===== config.mk =====
export PLATFORM = sky130hd
export DESIGN_NAME = fetch_stage_flat
export DESIGN_NICKNAME = d
export VERILOG_FILES = /design/src/rtl/types_pkg.sv /design/src/rtl/fetch_stage_if.sv /design/src/rtl/fetch_fifo.sv /design/src/rtl/fetch_stage.sv /design/src/flat_wrapper.sv
export SDC_FILE = /design/constraint.sdc
export NUM_CORES = 1
export LEC_CHECK = 0
export CORE_MARGIN = 5
export CORE_UTILIZATION = 52
export DETAILED_ROUTE_END_ITERATION = 16
export GPL_TIMING_DRIVEN = 0
export HOLD_SLACK_MARGIN = 0.05
export PLACE_DENSITY = 0.8
export SLEW_MARGIN = 20
export SYNTH_ARGS = -nofsm -noshare
export SYNTH_HDL_FRONTEND = slang
export SYNTH_HIERARCHICAL = 1
export SYNTH_SLANG_ARGS = --single-unit

===== constraint.sdc =====
create_clock -name clk -period 6.3 [get_ports clk]
set_input_delay 1.26 -clock clk [delete_from_list [all_inputs] [get_ports clk]]
set_output_delay 1.26 -clock clk [all_outputs]
set_load 0.03 [all_outputs]

===== src/rtl/types_pkg.sv =====
// types_pkg: shared fetch-stage widths, reset PC, FSM states and FIFO entry type
package types_pkg;
  localparam int DW = 16;
  localparam int AW = 16;
  localparam logic [AW-1:0] RESET_PC = '0;
  typedef enum logic [1:0] {RUN, WAIT, DRAIN, HALT} fetch_state_e;
  typedef struct packed {
    logic [DW-1:0] instr;
    logic [AW-1:0] pc;
  } fetch_entry_t;
endpackage


===== src/rtl/fetch_stage_if.sv =====
// fetch_stage_if: imem req/addr/ack/rdata bus plus out_valid/out_instr/out_pc to stage_one; master=fetch, slave=memory/stage_one
interface fetch_stage_if;
  import types_pkg::*;
  logic imem_req;
  logic [AW-1:0] imem_addr;
  logic imem_ack;
  logic [DW-1:0] imem_rdata;
  logic out_valid;
  logic [DW-1:0] out_instr;
  logic [AW-1:0] out_pc;
  modport master(
    output imem_req, imem_addr, out_valid, out_instr, out_pc,
    input imem_ack, imem_rdata
  );
  modport slave(
    input imem_req, imem_addr, out_valid, out_instr, out_pc,
    output imem_ack, imem_rdata
  );
endinterface


===== src/rtl/fetch_fifo.sv =====
// fetch_fifo: DEPTH-entry prefetch FIFO; ports clk, rst(async low), push, pop, flush (beats push), din, full, empty, head
module fetch_fifo import types_pkg::*; #(
  parameter int DEPTH = 2
) (
  input  logic         clk,
  input  logic         rst,
  input  logic         push,
  input  logic         pop,
  input  logic         flush,
  input  fetch_entry_t din,
  output logic         full,
  output logic         empty,
  output fetch_entry_t head
);
  localparam int PW = $clog2(DEPTH);
  logic [PW:0] wr, rd;
  logic do_push, do_pop;
  fetch_entry_t mem [DEPTH];
  assign empty = wr == rd;
  assign full = wr == {~rd[PW], rd[PW-1:0]};
  assign do_pop = pop && !empty;
  assign do_push = push && (!full || do_pop);
  assign head = mem[rd[PW-1:0]];
  always_ff @(posedge clk or negedge rst)
    if (!rst) begin
      wr <= '0;
      rd <= '0;
    end else if (flush) begin
      rd <= wr;
    end else begin
      wr <= wr + (PW+1)'(do_push);
      rd <= rd + (PW+1)'(do_pop);
    end
  always_ff @(posedge clk)
    if (do_push && !flush) mem[wr[PW-1:0]] <= din;
endmodule


===== src/rtl/fetch_stage.sv =====
// fetch_stage: PC owner issuing one-at-a-time imem reads into a prefetch FIFO; ports clk, rst(async low), stall, halt_sys, redirect_en/pc, bus (imem + out), halted
module fetch_stage import types_pkg::*; #(
  parameter int            DEPTH    = 2,
  parameter int            PC_STEP  = 2,
  parameter logic [AW-1:0] RESET_PC = types_pkg::RESET_PC
) (
  input  logic          clk,
  input  logic          rst,
  input  logic          stall,
  input  logic          halt_sys,
  input  logic          redirect_en,
  input  logic [AW-1:0] redirect_pc,
  fetch_stage_if.master bus,
  output logic          halted
);
  fetch_state_e state;
  logic [AW-1:0] fetch_pc, req_addr, target;
  logic halt_q, halting, redir, push, pop, full, empty;
  fetch_entry_t din, head;
  assign halting = halt_sys || halt_q;
  assign redir = redirect_en && state != HALT;
  assign target = redirect_pc & ~AW'(PC_STEP - 1);
  assign push = state == WAIT && bus.imem_ack && !redirect_en && !halting;
  assign pop = bus.out_valid && !stall;
  assign din = '{instr: bus.imem_rdata, pc: req_addr};
  assign bus.imem_req = state == WAIT || state == DRAIN;
  assign bus.imem_addr = req_addr;
  assign bus.out_valid = !empty && state != HALT;
  assign bus.out_instr = bus.out_valid ? head.instr : '0;
  assign bus.out_pc = bus.out_valid ? head.pc : '0;
  assign halted = state == HALT;
  fetch_fifo #(.DEPTH(DEPTH)) u_fifo (
    .clk(clk),
    .rst(rst),
    .push(push),
    .pop(pop),
    .flush(redir),
    .din(din),
    .full(full),
    .empty(empty),
    .head(head)
  );
  always_ff @(posedge clk or negedge rst)
    if (!rst) begin
      state <= RUN;
      fetch_pc <= RESET_PC;
      req_addr <= '0;
      halt_q <= 1'b0;
    end else begin
      halt_q <= halting;
      if (redir) fetch_pc <= target;
      else if (push) fetch_pc <= fetch_pc + AW'(PC_STEP);
      case (state)
        RUN:
          if (halting) state <= HALT;
          else if (!redirect_en && !full) begin
            state <= WAIT;
            req_addr <= fetch_pc;
          end
        WAIT:
          if (bus.imem_ack) state <= halting ? HALT : RUN;
          else if (redirect_en || halting) state <= DRAIN;
        DRAIN:
          if (bus.imem_ack) state <= halting ? HALT : RUN;
        default: ;
      endcase
    end
endmodule


===== src/flat_wrapper.sv =====
// flat-port wrapper written by rule: the top's interface ports become plain ports
module fetch_stage_flat import types_pkg::*;
#(
  parameter int            DEPTH    = 2,
  parameter int            PC_STEP  = 2,
  parameter logic [AW-1:0] RESET_PC = types_pkg::RESET_PC
)
  (clk, rst, stall, halt_sys, redirect_en, redirect_pc, halted, bus_imem_req, bus_imem_addr, bus_out_valid, bus_out_instr, bus_out_pc, bus_imem_ack, bus_imem_rdata);
  fetch_stage_if bus_i ();
  input  logic clk;
  input  logic rst;
  input  logic stall;
  input  logic halt_sys;
  input  logic redirect_en;
  input  logic [AW-1:0] redirect_pc;
  output logic halted;
  output wire logic [$bits(bus_i.imem_req)-1:0] bus_imem_req;
  output wire logic [$bits(bus_i.imem_addr)-1:0] bus_imem_addr;
  output wire logic [$bits(bus_i.out_valid)-1:0] bus_out_valid;
  output wire logic [$bits(bus_i.out_instr)-1:0] bus_out_instr;
  output wire logic [$bits(bus_i.out_pc)-1:0] bus_out_pc;
  input wire logic [$bits(bus_i.imem_ack)-1:0] bus_imem_ack;
  input wire logic [$bits(bus_i.imem_rdata)-1:0] bus_imem_rdata;
  assign bus_imem_req = bus_i.imem_req;
  assign bus_imem_addr = bus_i.imem_addr;
  assign bus_out_valid = bus_i.out_valid;
  assign bus_out_instr = bus_i.out_instr;
  assign bus_out_pc = bus_i.out_pc;
  assign bus_i.imem_ack = bus_imem_ack;
  assign bus_i.imem_rdata = bus_imem_rdata;
  fetch_stage #(.DEPTH(DEPTH), .PC_STEP(PC_STEP), .RESET_PC(RESET_PC)) u_core (.clk(clk), .rst(rst), .stall(stall), .halt_sys(halt_sys), .redirect_en(redirect_en), .redirect_pc(redirect_pc), .bus(bus_i), .halted(halted));
endmodule

==> results by group, run 1 <==
Worst hold path
  • Hold Startpoint: u_core/bus.imem_addr[15]
  • Hold-critical path depth: 0
  • Hold Crit Class: flip-flop to flip-flop

Power
  • Sw Pwr: about 550 uW
  • Static leakage power: 2.235 nW
  • Max VDD drop: 0.0002172 V
  • Sw Ratio: 31.78%
  • Gate power share: 26.9%
  • P_int: 1.190 mW
  • Sequential share of power: 47.8%
  • Clock power frac: about a quarter
  • Power Density: 298.4 nW/um^2

Worst setup path
  • Critical path peak fanout: 10
  • Reg2reg start: u_core/state[0]
  • Slowest stage cell, crit path: clkdlybuf4s50_1
  • Setup crit start: u_core/u_fifo/rd[1]
  • FF-to-FF path depth: 9
  • Crit path cell chain: xor2_1, nor2_1, nor2_1, clkbuf_1, and2_1, clkdlybuf4s50_1
  • Worst Setup Path Type: flip-flop to output port
  • Critical Path End Type: output port
  • Slowest stage delay, CP: around 0.67 ns
  • Top cell by count, worst path: nor2_1
  • Critical path data arrival time: roughly 3.2 ns
  • Startpoint types: flip-flop
  • CP required: 5.04 ns

Finish
  • Layout cells sized above 1: between 15 and 20%
  • Post-Route Utilization: roughly 68%
  • Layout area overhead: 29.59%
  • Nets@finish: about 480
  • # diodes: 0

Floorplanning
  • Die area: 10640 um^2
  • Top Ports: 89
  • Die height: about 100 um
  • Die X: between 100 and 150 um
  • Initial core utilization: 52.50%
  • Row Count: 34
  • Core area: about 8600 um^2

Logic synthesis
  • Area leader, netlist: edfxtp_1
  • #FFs+latches synth: 101
  • XOR/XNOR Fraction of Synth Area: 1.913%
  • Share of Yosys cell area claimed by the top area cell type: 42.60%
  • Largest family of logic cells by synthesized area: multiplexers
  • Cells after Synth: 325
  • Top FF cell, synth: edfxtp_1
  • Post-Synth Adder-Cell Area: 2.219%
  • Post-synth EDFFs: 64
  • Syn. warnings: 6
  • Mean Syn Cell Area: 13.88 um^2
  • Simple-Gate Fraction of Synth Area: between 10% and 20%
  • Distinct cells, synth: 47
  • Sequential area share after synthesis: 63.12%
  • Async set-or-reset flop fraction in the synthesized netlist: 36.63%
  • Post-synthesis mux area share: 12.01%
  • Synth top area cells: edfxtp_1 (43%), dfrtp_1 (21%), mux2_2 (11%)
  • Synth Area in Compound Gates: 5.685%
  • Synth Cell Area: 4512 um^2

Route
  • Drt drc: 0
  • Avg WL per Cell: 17.13 um
  • Drt first-iter violations: 96
  • Final ANT Viol Nets: 0
  • Vias per cell: 5.274
  • Overall routed net length: slightly above 9000 um
  • DRT Pass-1 Iters: 4
  • Via Count: 2869

Global routing
  • Vias in the first global route: 2954
  • Initial antenna violation count: 0
  • Total congestion overflow: 0
  • Gr usage total: 18.43%
  • Largest net degree at the start of global routing: 26
  • First-pass GRT wire length: 14870 um

STA
  • Slew headroom: 58.36%
  • RSZ-0062 raised after global routing: no
  • Fin crit share: 70.37%
  • Skew final: 0.01116 ns
  • Final Hold Fails: 0
  • Hold slack: between 0.5 and 0.6 ns
  • Count of pins over their slew limit: 0
  • Slew at the pin closest to its max-slew limit: 0.6224 ns
  • FMAX: 225.6 MHz
  • Final setup vio count: 0
  • Fin crit period: approximately 4.4 ns

Clock network
  • Clk_lat worst skew: 0.36 ns
  • CTS Root Cell: clkbuf_8
  • Post-CTS setup buffer count: 0
  • Num CTS Buffers: 9
  • CTS tree: built
  • Longest Clk Path Bufs: 2
  • PostCTS Resize Cnt: 0
  • Clock transition at path regs: ~0.090 ns
  • Hold_buf cts: 0
  • Clk sink count: 101
  • CTS H-Tree Depth: 3

Place
  • Number of buffers added on ports: 86
  • Dpl hpwl: between 6000 and 7000 um
  • GP Congestion: 0.8208

Run status
  • Status: finished clean

Job
  • Max-Cap Viols: 0
[worst max-delay path: cells and delay by family, from the launching register on]
| kind | cells | cell delay [ns] |
|---|---|---|
| AND/OR/NAND/NOR | 3 | 0.86 |
| buffers and inverters | 2 | 1.05 |
| XOR/XNOR | 1 | 0.47 |
| flip-flops | 1 | 0.43 |
[cell usage after synthesis, types with 6 or more instances]
| cell | instances |
|---|---|
| mux2_2 | 45 |
| and2_1 | 33 |
| inv_1 | 14 |
| dfrtp_1 | 37 |
| xnor2_1 | 6 |
| o21ai_0 | 16 |
| clkbuf_1 | 7 |
| ha_1 | 8 |
| nand2_1 | 15 |
| edfxtp_1 | 64 |
| nor2_1 | 12 |
[registers in the layout, indices dropped and copies added (netlist names)]
name,flops
u_core/state,2
u_core/u_fifo/rd,2
u_core/fetch_pc,15
u_core/u_fifo/mem,64
u_core/halt_q,1
u_core/bus.imem_addr,15
u_core/u_fifo/wr,2
[cells by family (layout without fill, tap and decap cells)]
group	count (synthesis)	count (layout)
fa+ha+maj	8	8
other cells	1	3
mux	48	48
buf+inv	28	137
compound gates	41	41
xor+xnor	9	9
flops	101	101
simple gates	89	89
[per-layer routing]
layer | GRT usage, % | vias to the layer above | wire (um)
met4 | 4.382 | 0 | 65
met5 | 0 | - | 0
met1 | 23.26 | 1405 | 3910
met2 | 32.46 | 71 | 4941
li1 | - | 1387 | -
met3 | 3.992 | 6 | 402
[stage by stage]
| step | instances | setup slack [ns] | power [mW] | area [um^2] | setup TNS (ns) |
|---|---|---|---|---|---|
| 6_report | 544 | 1.867 | 1.745 | 5847 | 0 |
| 5_1_grt | 544 | 1.588 | 1.845 | 5847 | 0 |
| 4_1_cts | 544 | 1.848 | 1.755 | 5847 | 0 |
| 3_5_place_dp | 528 | 2.002 | 1.314 | 5633 | 0 |
| 3_3_place_gp | 521 | -0.9550 | 1.289 | 5515 | -61.00 |
| 2_1_floorplan | 327 | 1.205 | 1.130 | 4519 | 0 |
[power groups by stage]
stage	clock network, mW	logic [mW]	registers [mW]
5_1_grt	0.480	0.520	0.844
2_1_floorplan	0	0.304	0.827
6_report	0.441	0.470	0.834
3_5_place_dp	0	0.468	0.845
3_3_place_gp	0	0.451	0.837
4_1_cts	0.450	0.473	0.832
[placed cells by master (no fill, tap or decap), types with 3 or more instances in the layout]
master and n:
nor3_1 4, xnor2_1 6, o21ai_0 16, buf_4 3, nand2_1 15, edfxtp_1 64, clkbuf_8 9, or3_1 3
clkbuf_1 8, conb_1 3, a31oi_1 5, nand2b_1 3, nand3_1 4, buf_6 10, a21oi_1 5, and2_1 33
clkdlybuf4s50_1 85, inv_1 14, nor2_1 12, ha_1 8, dfrtp_1 37, mux2_2 45
[path summary, 6_finish.rpt]
path	endpoint	slack, ns
setup / recovery	bus_out_instr[2]	1.87
hold reg to reg	u_core/u_fifo/mem[1][15]	0.51
hold / removal	u_core/u_fifo/mem[1][15]	0.51
setup reg to reg	u_core/u_fifo/mem[1][7]	3.08
max in group asynchronous	u_core/u_fifo/rd[0]	5.08
min in group asynchronous	u_core/bus.imem_addr[13]	0.78
[final cells by class]
class | instances | area, um^2
flip-flops and latches | 101 | 2848
fillers | 607 | 2746
multi-input cells | 198 | 1560
repair buffers | 93 | 943.4
well taps | 108 | 135.1
clock buffers | 10 | 127.6
plain buffers | 14 | 93.84
clock inverters | 6 | 86.33
inverters | 14 | 52.55
No activity file was read; power rests on OpenSTA's default activity.
==> run 2: changes to the inputs <==
clock period = 4.1 ns   (was 6.3 ns; I/O delays follow)
==> results by group, run 2 (same netlist as run 1, synthesis figures left out) <==
Clock network
  • Num CTS Buffers: 9
  • CTS tree: built
  • Clk_lat worst skew: 0.36 ns
  • Clk sink count: a little over 100
  • CTS Root Cell: clkbuf_8
  • Longest Clk Path Bufs: 2
  • CTS H-Tree Depth: 3
  • Hold_buf cts: 0
  • Clock transition at path regs: 0.09 ns

Global routing
  • Total congestion overflow: 0
  • Vias in the first global route: just under 3000
  • First-pass GRT wire length: about 15000 um
  • Largest net degree at the start of global routing: 26
  • Initial antenna violation count: 0
  • Gr usage total: 18.43%

Floorplanning
  • Core area: 8593 um^2
  • Die height: approximately 100 um
  • Die X: 103.2 um
  • Row Count: 34
  • Top Ports: between 80 and 90
  • Initial core utilization: around 53%
  • Die area: 10640 um^2

STA
  • Hold slack: 0.3409 ns
  • Final setup vio count: 0
  • Skew final: 0.01383 ns
  • RSZ-0062 raised after global routing: no
  • Count of pins over their slew limit: 0
  • Final Hold Fails: 0
  • Fin crit period: 3.827 ns
  • Fin crit share: roughly 93%
  • Setup slack after layout: between 0.2 and 0.3 ns
  • Slew at the pin closest to its max-slew limit: 0.5983 ns
  • FMAX: roughly 260 MHz
  • Slew headroom: 60.11%

Finish
  • Fill cell count: slightly above 600
  • Nets@finish: 477
  • Most frequent cells in the layout: clkdlybuf4s50_1 (85), edfxtp_1 (64), mux2_2 (45)
  • Layout cells sized above 1: 19.50%
  • Max reg flops: 64
  • # diodes: 0
  • Fin area: 5849 um^2
  • Layout area overhead: 29.65%
  • Post-Route Utilization: about two thirds
  • Commonest non-fill, non-tap cell in the layout: clkdlybuf4s50_1

Worst setup path
  • CP required: ~3.3 ns
  • Slowest stage cell, crit path: clkdlybuf4s50_1
  • Critical path peak fanout: 10
  • Setup crit start: u_core/u_fifo/rd[1]
  • Setup slack, reg-to-reg: 0.85 ns
  • Startpoint types: flip-flop
  • Critical path data arrival time: around 3 ns
  • Setup crit end: bus_out_instr[2]
  • Worst Setup Path Type: flip-flop to output port
  • FF-to-FF path depth: 9
  • Slowest stage delay, CP: 0.67 ns
  • Critical Path End Type: output port
  • FF-to-FF End: u_core/u_fifo/mem[1][7]
  • Reg2reg start: u_core/state[0]
  • Crit path cell chain: xor2_1, nor2_1, nor2_2, clkbuf_1, and2_1, clkdlybuf4s50_1

Place
  • DP Worst Slack: 0.2420 ns
  • GP Congestion: approximately 0.82
  • Placed cell area: 5633 um^2
  • Number of buffers added on ports: 86
  • Dpl hpwl: 6867 um

Route
  • Drt drc: 0
  • Final ANT Viol Nets: 0
  • Vias per cell: 5.292
  • Drt first-iter violations: 97
  • Via Count: between 2000 and 3000
  • Avg WL per Cell: 17.11 um
  • DRT Pass-1 Iters: 4
  • Overall routed net length: 9306 um

Worst hold path
  • Hold Crit Class: primary input to async pin

Run status
  • Status: finished clean

Power
  • Static leakage power: 2.234 nW
  • Max VDD drop: 0.0003338 V
  • Power Density: 458.4 nW/um^2
  • Pwr Total: about 2.7 mW

Job
  • Max-Cap Viols: 0
## run 2: cell types whose count changed in the layout (fill, tap and decap cells not counted)
cell and delta:
nor2_2 +1, nor2_1 -1
## run 2: layout make-up
cell class                 instances  area [um^2]  share of cell area, %
buffer                            14        93.84                  1.604
clock buffer                      10        127.6                  2.182
clock inverter                     6        86.33                  1.476
inverter                          14        52.55                 0.8984
multi-input combinational        198         1563                  26.72
sequential                       101         2848                  48.68
tap                              108        135.1                  2.310
timing repair buffer              93        943.4                  16.13
## run 2: repair_timing
item / 4_1_cts / 5_1_grt
gates resized for setup: 0 / 1
setup endpoints to repair: 0 / 29
buffers inserted: 0 / 0
## run 2: worst min path at each step
stage	start	endpoint	cells after the start
finish	rst	u_core/bus.imem_addr[13]	1
floorplan	u_core/fetch_pc[15]	u_core/bus.imem_addr[15]	1
global route	rst	u_core/bus.imem_addr[14]	1
global placement	u_core/bus.imem_addr[4]	u_core/u_fifo/mem[0][4]	0
CTS	rst	u_core/bus.imem_addr[14]	1
detailed placement	u_core/bus.imem_addr[15]	u_core/u_fifo/mem[1][15]	0
## run 2: metrics by stage
step                cells  TNS (ns)
floorplan             327    -38.43
global placement      521   -173.64
detailed placement    528         0
CTS                   544         0
global route          544         0
finish                544         0
## run 2: critical path, delay by kind of cell, from the launching register on
kind / cells / cell delay, ns
flops: 1 / 0.43
simple gates: 3 / 0.70
buf+inv: 2 / 1.03
xor+xnor: 1 / 0.47
## run 2: power by group
part	total [mW]	internal, mW	switching [mW]	leakage [nW]
Clock	0.677	0.345	0.332	0.108
Sequential	1.28	1.17	0.111	1.09
Combinational	0.725	0.316	0.408	1.04
Total	2.68	1.83	0.852	2.23
## run 2: metal layers
| layer | vias to the layer above | wire length (um) | GRT usage (%) | share of wire (%) |
|---|---|---|---|---|
| met5 | - | 0 | 0 | 0 |
| met4 | 0 | 73 | 4.382 | 0.78 |
| met3 | 8 | 408 | 3.992 | 4.4 |
| met2 | 66 | 4951 | 32.46 | 53 |
| met1 | 1415 | 3872 | 23.26 | 42 |
| li1 | 1390 | - | - | - |
